File: config.mk
export PLATFORM = sky130hd
export DESIGN_NAME = mem_store_unit
export DESIGN_NICKNAME = d
export VERILOG_FILES = /design/src/rtl/mem_store_unit.sv
export SDC_FILE = /design/constraint.sdc
export NUM_CORES = 1
export LEC_CHECK = 0
export ABC_AREA = 1
export BUFFER_PORTS_ARGS = -buffer_cell sky130_fd_sc_hd__buf_2
export CAP_MARGIN = 10
export CORE_UTILIZATION = 42
export CTS_CLUSTER_SIZE = 10
export DETAILED_ROUTE_END_ITERATION = 10
export PLACE_DENSITY_LB_ADDON = 0.05
export SETUP_SLACK_MARGIN = 0.3
export SYNTH_ARGS = -nofsm -noshare
export SYNTH_HDL_FRONTEND = slang
export SYNTH_SLANG_ARGS = --single-unit
export TNS_END_PERCENT = 100
File: constraint.sdc
create_clock -name clk -period 2.9 [get_ports clk]
set_clock_uncertainty 0.15 [all_clocks]
set_input_delay 0.145 -clock clk [delete_from_list [all_inputs] [get_ports clk]]
set_output_delay 0.145 -clock clk [all_outputs]
set_load 0.02 [all_outputs]
File: src/rtl/mem_store_unit.sv
`default_nettype none
// ============================================================================
// Module      : mem_store_unit
// Description : Executes MIPS SB/SH/SW as Avalon-MM style writes; reports
//               completion, misaligned-store and stalled-bus timeout.
// Revision    : 1.0 - initial release
// ============================================================================
module mem_store_unit #(
    parameter int unsigned TIMEOUT_CYCLES = 255
) (
    input  logic        clk,
    input  logic        reset,
    input  logic        start,
    input  logic [31:0] instr,
    input  logic [31:0] alu_addr,
    input  logic [31:0] rt_data,
    input  logic        waitrequest,
    output logic [31:0] address,
    output logic        write,
    output logic [3:0]  byteenable,
    output logic [31:0] writedata,
    output logic        busy,
    output logic        end_of_store,
    output logic        addr_error,
    output logic        bus_error
);

    localparam logic [5:0]  c_OP_SB      = 6'b101000;
    localparam logic [5:0]  c_OP_SH      = 6'b101001;
    localparam logic [5:0]  c_OP_SW      = 6'b101011;
    localparam logic [15:0] c_TIMEOUT    = 16'(TIMEOUT_CYCLES);
    localparam logic [15:0] c_TIMER_MAX  = 16'hFFFF;

    typedef enum logic [0:0] {
        S_IDLE  = 1'b0,
        S_WRITE = 1'b1
    } state_t;

    state_t      r_state;
    logic [15:0] r_timer;
    logic [31:0] r_address;
    logic        r_write;
    logic [3:0]  r_byteenable;
    logic [31:0] r_writedata;
    logic        r_busy;
    logic        r_end_of_store;
    logic        r_addr_error;
    logic        r_bus_error;

    logic [5:0]  w_opcode;
    logic        w_legal;
    logic        w_misalign;
    logic [3:0]  w_be;
    logic [31:0] w_wd;
    logic [15:0] w_timer_inc;
    logic        w_timeout_hit;

    assign w_opcode = instr[31:26];

    // Lane steering: replicate the store datum so every candidate lane carries it.
    always_comb begin
        w_legal    = 1'b0;
        w_misalign = 1'b0;
        w_be       = 4'b0000;
        w_wd       = 32'h0;
        case (w_opcode)
            c_OP_SB: begin
                w_legal = 1'b1;
                w_be    = 4'b0001 << alu_addr[1:0];
                w_wd    = {4{rt_data[7:0]}};
            end
            c_OP_SH: begin
                if (alu_addr[0]) begin
                    w_misalign = 1'b1;
                end else begin
                    w_legal = 1'b1;
                    w_be    = alu_addr[1] ? 4'b1100 : 4'b0011;
                    w_wd    = {2{rt_data[15:0]}};
                end
            end
            c_OP_SW: begin
                if (alu_addr[1:0] != 2'b00) begin
                    w_misalign = 1'b1;
                end else begin
                    w_legal = 1'b1;
                    w_be    = 4'b1111;
                    w_wd    = rt_data;
                end
            end
            default: begin
                w_legal    = 1'b0;
                w_misalign = 1'b0;
            end
        endcase
    end

    // Saturating increment: a stalled bus with timeout disabled must not wrap.
    assign w_timer_inc   = (r_timer == c_TIMER_MAX) ? r_timer : r_timer + 16'd1;
    assign w_timeout_hit = (TIMEOUT_CYCLES != 0) && (w_timer_inc == c_TIMEOUT);

    always_ff @(posedge clk) begin
        if (reset) begin
            r_state        <= S_IDLE;
            r_timer        <= 16'd0;
            r_address      <= 32'h0;
            r_write        <= 1'b0;
            r_byteenable   <= 4'b0000;
            r_writedata    <= 32'h0;
            r_busy         <= 1'b0;
            r_end_of_store <= 1'b0;
            r_addr_error   <= 1'b0;
            r_bus_error    <= 1'b0;
        end else begin
            r_end_of_store <= 1'b0;
            r_addr_error   <= 1'b0;
            r_bus_error    <= 1'b0;
            case (r_state)
                S_IDLE: begin
                    if (start && w_legal) begin
                        r_address    <= {alu_addr[31:2], 2'b00};
                        r_byteenable <= w_be;
                        r_writedata  <= w_wd;
                        r_write      <= 1'b1;
                        r_busy       <= 1'b1;
                        r_timer      <= 16'd0;
                        r_state      <= S_WRITE;
                    end else if (start && w_misalign) begin
                        r_addr_error <= 1'b1;
                    end
                end
                S_WRITE: begin
                    if (!waitrequest) begin
                        r_write        <= 1'b0;
                        r_busy         <= 1'b0;
                        r_end_of_store <= 1'b1;
                        r_timer        <= 16'd0;
                        r_state        <= S_IDLE;
                    end else if (w_timeout_hit) begin
                        r_write     <= 1'b0;
                        r_busy      <= 1'b0;
                        r_bus_error <= 1'b1;
                        r_timer     <= 16'd0;
                        r_state     <= S_IDLE;
                    end else begin
                        r_timer <= w_timer_inc;
                    end
                end
                default: begin
                    r_state <= S_IDLE;
                    r_write <= 1'b0;
                    r_busy  <= 1'b0;
                end
            endcase
        end
    end

    assign address      = r_address;
    assign write        = r_write;
    assign byteenable   = r_byteenable;
    assign writedata    = r_writedata;
    assign busy         = r_busy;
    assign end_of_store = r_end_of_store;
    assign addr_error   = r_addr_error;
    assign bus_error    = r_bus_error;

endmodule
`default_nettype wire

==> flow_summary_export.csv, run 1 <==
group,metric,value,unit
drt,routedWlPerCell,13.75,um
floorplanning,dieArea,0.01000,mm2
synth,synth-simple-area-share,28.78,%
final_layout,diodes,0,
synth,synth_compound_area_share,18.73,%
placement,place.port_buffers,144,
run,max_cap_viol_count,0,
cts,clock_latency,0.36,ns
cts,clk_pin_slew,0.10,ns
synth,muxShareOfSynthArea,0,%
cts,cts_made_buffers,9,
drt,drt_iter0_drc,118,
synth,synth.most_common_cell,"nor2_1",
synth,synth_xor_area_share,0.8682,%
floorplanning,die_y,100.0,um
sta,rsz0062_at_grt,"no",
floorplanning,rows,35,
sta,hold_violations,0,
global_routing,grt_antenna_before_repair,0,
placement,dp_hpwl,8.422,mm
critical_path,critPathCaptureType,"flop",
global_routing,grt_pass1_wl,19.80,mm
floorplanning,chipWidth,100.0,um
sta,fin_ws,0.6043,ns
drt,ant_nets,0,
drt,viasPerCell,4.960,
global_routing,grt_use_total,25.13,%
floorplanning,initial_core_util,43.46,%
pwr,power_density,430.0,mW/mm2
final_layout,fill_cells,894,
synth,ys.warnings.count,0,
synth,synthAdderAreaFrac,0.3101,%
final_layout,nets,875,
synth,yosys.area.top_type_share,43.16,%
sta,period_share,79.16,%
sta,max-slew-margin-rel,51.95,%
global_routing,grt_max_degree,52,
placement,post-place-ws,0.4681,ns
synth,synthTopCellsByArea,"dfxtp_1 (43%), nor2_1 (10%), nand2_1 (9.8%)",
sta,tightest_slew,0.7197,ns
pwr,leakage,2.691,nW
synth,netlist_top_cells_count,"nor2_1 (107), nand2_1 (105), dfxtp_1 (87)",
synth,synth_cell_types,33,
floorplanning,io_pins,173,
critical_path,required,2.99,ns
global_routing,grt_pass1_vias,4253,
synth,synth_area_leader_cell,"dfxtp_1",
cts,h-tree-depth,3,
pwr,max-vdd-ir-drop,0.3291,mV
final_layout,syn2layout_area_growth,39.97,%
cts,cts_buffer_depth,2,
synth,avgSynthCellArea,6.921,um2
synth,ys_seq_area_share,43.16,%
cts,cts_tree,"built",
placement,gp_congestion,0.9228,
synth,synth_edf_count,0,
critical_path,worst_setup_path_start_kind,"flop",
global_routing,grt-ovfl-total,0,
outcome,status,"completed",
synth,synth-seq-cells,87,
synth,synth_top_family_by_area,"simple AND/OR/NAND/NOR gates",
drt,firstDrtPassIters,4,
synth,async_flop_share,0,%
sta,period_minus_slack,2.296,ns
drt,drc,0,
cts,cts_sinks,87,
critical_path,critPathKind,"flop to flop",
floorplanning,core-area,0.009284,mm2
sta,finalSetupViolCount,0,
sta,setup-tns-final,0,ns
final_layout,drive_gt1_share,23.75,%
sta,clock.fmax,0.4356,GHz
synth,ys.flop_type,"dfxtp_1",
drt,num_vias,4504,
sta,maxSlewViolCount,0,
cts,root_buffer,"clkbuf_8",
min_path,hp-class,"primary input to flop",
drt,routed_wl,12.48,mm
critical_path,worst-path-max-fanout,5,
synth,synth_cells,583,
critical_path,worst_ep_arrival_time,2.39,ns
synth,netlist_area,0.004035,mm2
## kinds of logic (layout without fill, tap and decap cells)
logic type	Yosys count	in the layout
AND/OR/NAND/NOR	276	277
AO/OA/AOI/OAI	140	140
buffers and inverters	74	268
adder cells (fa/ha/maj)	1	1
other	1	2
XOR/XNOR	4	4
flip-flops	87	87
## per-layer routing
metal  wire, um  share of wire [%]  vias to the layer above  global-route usage, %
met5          0                  0                        -                      0
li1           -                  -                     2312                      -
met2       6260                 50                      135                  45.09
met4        264                2.1                        0                  9.253
met3        696                5.6                       23                  5.850
met1       5261                 42                     2034                  29.14
## area by class of cell
class	count	area (um2)	share of cell area [%]
Tap cell	129	161.4	2.858
Multi-Input combinational cell	424	1987	35.18
Clock inverter	7	112.6	1.994
Timing Repair Buffer	211	1366	24.19
Inverter	41	153.9	2.725
Clock buffer	9	123.9	2.193
Sequential cell	87	1743	30.86
## critical path, cell delays in order (launching register included)
cell	delay, ns
dfxtp_1	0.40
ha_2	0.26
nand2_1	0.06
nor2_1	0.14
nand2_1	0.15
nor2_2	0.16
nand3_1	0.09
nand2_1	0.14
nand3_1	0.09
nor2_1	0.18
nand3_2	0.17
nand2_1	0.12
a21oi_1	0.08
## timing repair
action | CTS | global route
hold endpoints to repair | 65 | 0
resized for setup | 0 | 3
endpoints found under the setup margin | 0 | 10
hold buffers | 57 | 0
setup buffers | 0 | 0
## sequential cells by signal (all words and copies together) (netlist names)
| signal | count |
|---|---|
| writedata | 32 |
| address | 30 |
| r_timer | 16 |
| byteenable | 4 |
| addr_error | 1 |
| bus_error | 1 |
| busy | 1 |
| end_of_store | 1 |
| r_state | 1 |
## final timing paths
check | cells after the start | end | slack (ns) | from
hold / removal | 5 | writedata[27]$_SDFFE_PP0P_ | 0.03 | rt_data[27]
setup / recovery | 12 | busy$_SDFFE_PP0P_ | 0.60 | r_timer[1]$_SDFFE_PP0P_
setup reg to reg | 12 | busy$_SDFFE_PP0P_ | 0.60 | r_timer[1]$_SDFFE_PP0P_
hold reg to reg | 2 | writedata[8]$_SDFFE_PP0P_ | 0.32 | writedata[8]$_SDFFE_PP0P_
## cell usage in the layout (no fill, tap or decap), types with 10 or more instances in the layout
master,Yosys,final
dfxtp_1,87,86
nor2_1,107,107
buf_4,6,10
nand3_1,40,41
a21oi_1,47,47
dlygate4sd3_1,0,57
buf_2,14,144
inv_1,37,37
nand4_1,10,10
nand2_1,105,105
o21ai_0,59,59
o21ai_1,15,15
## report_power, final
part | switching (mW) | total, mW | internal, mW
clock network | 0.504 | 1.01 | 0.505
registers | 0.00608 | 1.21 | 1.21
logic | 0.100 | 0.209 | 0.109
## metrics by stage
stage,instances,instance area (um2),power (mW),hold slack (ns),utilization [%]
floorplan,584,4039,1.307,0.1299,-
global placement,834,4825,1.384,0.2162,51.97
detailed placement,834,4825,1.386,0.2230,51.97
CTS,907,5632,2.453,0.02071,60.66
global route,908,5648,2.525,0.05842,60.84
finish,908,5648,2.428,0.02931,60.84
No activity file was read; power rests on OpenSTA's default activity.
==> run 2: changes to the inputs <==
==> constraint.sdc (replaced) <==
create_clock -name clk -period 2 [get_ports clk]
set_clock_uncertainty 0.15 [all_clocks]
set_input_delay 0.1 -clock clk [delete_from_list [all_inputs] [get_ports clk]]
set_output_delay 0.1 -clock clk [all_outputs]
set_load 0.02 [all_outputs]
==> flow_summary_export.csv, run 2 (synthesis results as in run 1) <==
group,metric,value,unit
drt,drt_iter0_drc,155,
pwr,leakage,3.025,nW
global_routing,grt-ovfl-total,0,
final_layout,syn2layout_area_growth,57.12,%
sta,hold_violations,0,
critical_path,required,2.08,ns
drt,num_vias,4766,
sta,clock.fmax,0.4963,GHz
drt,ant_nets,0,
min_path,hp-class,"primary input to flop",
sta,period_share,100.7,%
drt,viasPerCell,4.954,
sta,tightest_slew,0.5690,ns
cts,cts_tree,"built",
sta,maxSlewViolCount,0,
pwr,p_total,3.342,mW
drt,drc,0,
global_routing,grt_max_degree,59,
sta,rsz0062_at_grt,"yes",
critical_path,critPathCaptureType,"flop",
floorplanning,chipWidth,100.0,um
final_layout,drive_gt1_share,33.97,%
pwr,max-vdd-ir-drop,0.3881,mV
sta,finalSetupViolCount,6,
critical_path,worst-path-max-fanout,8,
final_layout,seq_area,0.001759,mm2
final_layout,final_cell_mix,"buf_2 (144), nand2_1 (97), nor2_1 (96), dfxtp_1 (79), dlygate4sd3_1 (61)",
final_layout,fill_cells,830,
drt,routedWlPerCell,13.58,um
floorplanning,die_y,100.0,um
final_layout,largest_reg_flops,32,
pwr,p_sw,0.8068,mW
floorplanning,io_pins,173,
pwr,pwr-share-clk,38.1,%
floorplanning,core-area,0.009284,mm2
cts,clk_pin_slew,0.09,ns
pwr,switching_share,24.14,%
cts,clock_latency,0.35,ns
sta,max-slew-margin-rel,62.01,%
sta,fin_ws,-0.01481,ns
sta,period_minus_slack,2.015,ns
floorplanning,initial_core_util,43.46,%
pwr,p_int,2.535,mW
final_layout,diodes,0,
drt,firstDrtPassIters,4,
drt,routed_wl,13.06,mm
placement,dp_hpwl,8.653,mm
outcome,violations,"setup timing",
pwr,seq_power_share,52.4,%
run,max_cap_viol_count,0,
cts,cts_made_buffers,9,
floorplanning,rows,35,
pwr,power_density,527.1,mW/mm2
cts,h-tree-depth,3,
pwr,pwr-share-comb,9.5,%
global_routing,grt_pass1_vias,4541,
global_routing,grt_use_total,26.24,%
critical_path,worst_ep_arrival_time,2.09,ns
sta,setup-tns-final,-0.05737,ns
final_layout,multi_input_area,0.002222,mm2
final_layout,nets,929,
cts,cts_buffer_depth,2,
cts,root_buffer,"clkbuf_8",
final_layout,final_common_cell,"buf_2",
floorplanning,dieArea,0.01000,mm2
placement,place.port_buffers,144,
global_routing,grt_pass1_wl,20.93,mm
critical_path,worst_setup_path_start_kind,"flop",
outcome,status,"complete, but fails checks",
global_routing,grt_antenna_before_repair,0,
critical_path,critPathKind,"flop to flop",
cts,cts_sinks,87,
critical_path,reg2reg_slack,-0.01,ns
placement,gp_congestion,0.9303,
## run 2: cell types whose count changed in the layout (fill, tap and decap cells not counted), sizes merged
cell,previous run,this run
dlygate4sd3,57,61
clkbuf,9,11
inv,43,42
bufinv,2,1
buf,154,204
## run 2: timing repair
item,4_1_cts,5_1_grt
cloned,1,0
gates resized for setup,49,18
endpoints found under the setup margin,19,48
hold buffers,61,0
pin swaps,24,13
setup buffers,5,4
hold endpoints to repair,68,0
## run 2: metrics by stage
stage          worst slack, ns  instance area, um2  cells  hold WS [ns]  util [%]
6_report              -0.01481                6340    962       0.01412     68.29
5_1_grt                -0.1116                6340    962       0.05148     68.29
4_1_cts              -0.009510                6251    958      0.008452     67.33
3_5_place_dp           -0.1384                5197    875        0.1792     55.98
3_3_place_gp           -0.1153                5197    875        0.1713     55.98
2_1_floorplan           0.1767                4066    584       0.08491         -
## run 2: worst paths after layout
path	startpoint	to	cells past startpoint
setup / recovery	r_timer[0]$_SDFFE_PP0P_	r_timer[4]$_SDFFE_PP0P_	12
hold / removal	rt_data[24]	writedata[24]$_SDFFE_PP0P_	5
setup reg to reg	r_timer[0]$_SDFFE_PP0P_	r_timer[4]$_SDFFE_PP0P_	12
hold reg to reg	byteenable[0]$_SDFFE_PP0P_	byteenable[0]$_SDFFE_PP0P_	2
## run 2: area by class of cell
class	count	share of cell area, %
clock buffers	11	2.230
clock inverters	5	1.007
inverters	41	2.427
multi-input cells	424	35.05
flip-flops and latches	87	27.75
well taps	129	2.546
repair buffers	265	28.99
## run 2: power groups by stage
| stage | logic, mW | registers, mW | clock network [mW] |
|---|---|---|---|
| floorplan | 0.0795 | 1.81 | 0 |
| global placement | 0.215 | 1.79 | 0 |
| detailed placement | 0.217 | 1.79 | 0 |
| CTS | 0.311 | 1.75 | 1.32 |
| global route | 0.342 | 1.75 | 1.38 |
| finish | 0.316 | 1.75 | 1.27 |
## run 2: worst max-delay path: stages (launching register included)
cell and delay, ns:
dfxtp_4 0.37, ha_4 0.18, nand2_4 0.06, nor2_4 0.04, nand2_4 0.09, inv_2 0.05
nand3_4 0.12, buf_6 0.15, nand4_1 0.15, nor2_4 0.20, nand3_4 0.16, nand3_2 0.10
a21oi_1 0.07
## run 2: routing by layer
| metal | global-route usage, % | vias to the layer above | share of wire, % |
|---|---|---|---|
| met2 | 46.47 | 161 | 50 |
| li1 | - | 2424 | - |
| met1 | 31.03 | 2156 | 42 |
| met4 | 9.476 | 0 | 1.9 |
| met5 | 0 | - | 0 |
| met3 | 6.058 | 25 | 6.3 |
==> run 3: changes to the inputs <==
==> constraint.sdc (replaced) <==
create_clock -name clk -period 2.5 [get_ports clk]
set_clock_uncertainty 0.15 [all_clocks]
set_input_delay 0.125 -clock clk [delete_from_list [all_inputs] [get_ports clk]]
set_output_delay 0.125 -clock clk [all_outputs]
set_load 0.02 [all_outputs]
==> flow_summary_export.csv, run 3 (synthesis results as in run 1) <==
group,metric,value,unit
critical_path,required,2.61,ns
drt,firstDrtPassIters,4,
floorplanning,core-area,0.009284,mm2
pwr,seq_power_share,49.9,%
pwr,leakage,2.745,nW
critical_path,critPathCaptureType,"flop",
cts,clock_latency,0.36,ns
final_layout,fill_cells,881,
critical_path,crit_path_end,"bus_error$_SDFF_PP0_",
run,max_cap_viol_count,0,
critical_path,crit_start,"r_timer[4]$_SDFFE_PP0P_",
critical_path,worstReg2RegStart,"r_timer[4]$_SDFFE_PP0P_",
critical_path,reg2reg_slack,0.42,ns
drt,routed_wl,12.52,mm
floorplanning,dieArea,0.01000,mm2
cts,cts_tree,"built",
min_path,hp-class,"primary input to flop",
sta,setup-tns-final,0,ns
pwr,p_int,2.116,mW
sta,hold_violations,0,
final_layout,drive_gt1_share,25.89,%
global_routing,grt_pass1_vias,4326,
critical_path,cpMaxStageDelayCell,"dfxtp_1",
final_layout,diodes,0,
sta,rsz0062_at_grt,"no",
cts,cts_made_buffers,9,
sta,tightest_slew,0.7334,ns
placement,gp_congestion,0.9125,
drt,drt_iter0_drc,203,
floorplanning,io_pins,173,
placement,dp_hpwl,8.492,mm
final_layout,final_cell_mix,"buf_2 (144), nand2_1 (103), nor2_1 (101), dfxtp_1 (83)",
drt,routedWlPerCell,13.71,um
min_path,min_from,"rt_data[8]",
drt,num_vias,4530,
final_layout,multi_input_area,0.002051,mm2
critical_path,critPathKind,"flop to flop",
cts,clk_pin_slew,0.10,ns
critical_path,worst-path-max-fanout,8,
critical_path,reg2reg_depth,13,
global_routing,grt_pass1_wl,20.33,mm
cts,h-tree-depth,3,
critical_path,crit_top_cell,"nor2_1",
pwr,power_density,486.5,mW/mm2
final_layout,nets,880,
critical_path,r2r-end,"bus_error$_SDFF_PP0_",
final_layout,seq_area,0.001747,mm2
cts,root_buffer,"clkbuf_8",
sta,period_minus_slack,2.080,ns
critical_path,path_cells,"nand2_2 > nor2_1 > nand2_2 > inv_2 > nand3_2 > buf_4 > buf_4 > nand3_1 > nor2_1 > nand3_1 > nor2_1 > nand2_1 > nor2_1",
placement,post-place-ws,0.2169,ns
global_routing,gr-usage-met2,46.58,%
drt,viasPerCell,4.962,
drt,ant_nets,0,
pwr,pwr-share-clk,41.3,%
global_routing,grt-ovfl-total,0,
global_routing,top_usage_layer,"met2",
cts,cts_buffer_depth,2,
floorplanning,chipWidth,100.0,um
global_routing,use_met1,30.25,%
floorplanning,die_y,100.0,um
critical_path,worst_ep_arrival_time,2.19,ns
pwr,p_total,2.813,mW
sta,max-slew-margin-rel,51.03,%
critical_path,cpPeakStageDelay,0.44,ns
final_layout,final_common_cell,"buf_2",
placement,place.port_buffers,144,
global_routing,grt_max_degree,52,
sta,fin_ws,0.4200,ns
sta,period_share,83.20,%
sta,finalSetupViolCount,0,
floorplanning,rows,35,
sta,clock.fmax,0.4808,GHz
final_layout,largest_reg_flops,32,
pwr,pwr-share-comb,8.8,%
drt,drc,0,
outcome,status,"completed",
sta,maxSlewViolCount,0,
final_layout,syn2layout_area_growth,43.32,%
floorplanning,initial_core_util,43.46,%
pwr,p_sw,0.6968,mW
pwr,switching_share,24.77,%
global_routing,grt_antenna_before_repair,0,
cts,cts_sinks,87,
pwr,max-vdd-ir-drop,0.3087,mV
global_routing,grt_use_met3,5.641,%
global_routing,grt_use_total,25.69,%
critical_path,worst_setup_path_start_kind,"flop",
run 3: cell types whose count changed in the layout (fill, tap and decap cells not counted), sizes merged:
cell	before	now
dlygate4sd3	61	58
bufinv	1	2
inv	42	43
buf	204	158
clkbuf	11	9
run 3: worst max-delay path, delay by kind of cell, from the launching register on:
kind                   cells  cell delay (ns)
buffers and inverters      3             0.43
DFF                        1             0.44
and+or+nand+nor           10             0.96
run 3: how the worst min path moves through the flow:
stage / cells after the start / end
after floorplan: 2 / address[21]$_SDFFE_PP0P_
final: 5 / writedata[8]$_SDFFE_PP0P_
after CTS: 5 / writedata[8]$_SDFFE_PP0P_
after global routing: 5 / writedata[8]$_SDFFE_PP0P_
after global placement: 3 / address[16]$_SDFFE_PP0P_
after detailed placement: 3 / address[16]$_SDFFE_PP0P_
run 3: area by class of cell:
cell class                 instances  area share, %
multi-input combinational        424          35.46
sequential                        87          30.20
timing repair buffer             216          24.75
tap                              129          2.791
inverter                          41          2.661
clock buffer                       9          2.142
clock inverter                     7          1.990
run 3: layer usage:
metal	share of wire (%)	vias to the layer above	routed length (um)
li1	-	2321	-
met1	42	2065	5216
met2	51	133	6407
met3	6.0	11	754
met4	1.1	0	142
met5	0	-	0
run 3: stage by stage:
| stage | area (um2) | cells | util [%] | hold WS [ns] |
|---|---|---|---|---|
| floorplan | 4039 | 584 | - | 0.1099 |
| global placement | 4880 | 838 | 52.56 | 0.1974 |
| detailed placement | 4880 | 838 | 52.56 | 0.2041 |
| CTS | 5714 | 913 | 61.55 | 0.001073 |
| global route | 5783 | 913 | 62.29 | 0.03027 |
| finish | 5783 | 913 | 62.29 | 0.02544 |
run 3: timing repair:
item                                   CTS  global route
endpoints found under the hold margin   66             0
setup buffers                            0             0
hold buffers                            58             0
gates resized for setup                  4            19
pin swaps                                0             0
cloned                                   1             0
setup endpoints to repair               10            11
run 3: power by group through the flow:
stage | logic [mW] | clock network, mW | registers, mW
after floorplan | 0.0636 | 0 | 1.45
after global placement | 0.172 | 0 | 1.44
after detailed placement | 0.175 | 0 | 1.44
after CTS | 0.245 | 1.19 | 1.40
after global routing | 0.270 | 1.23 | 1.41
final | 0.247 | 1.16 | 1.40
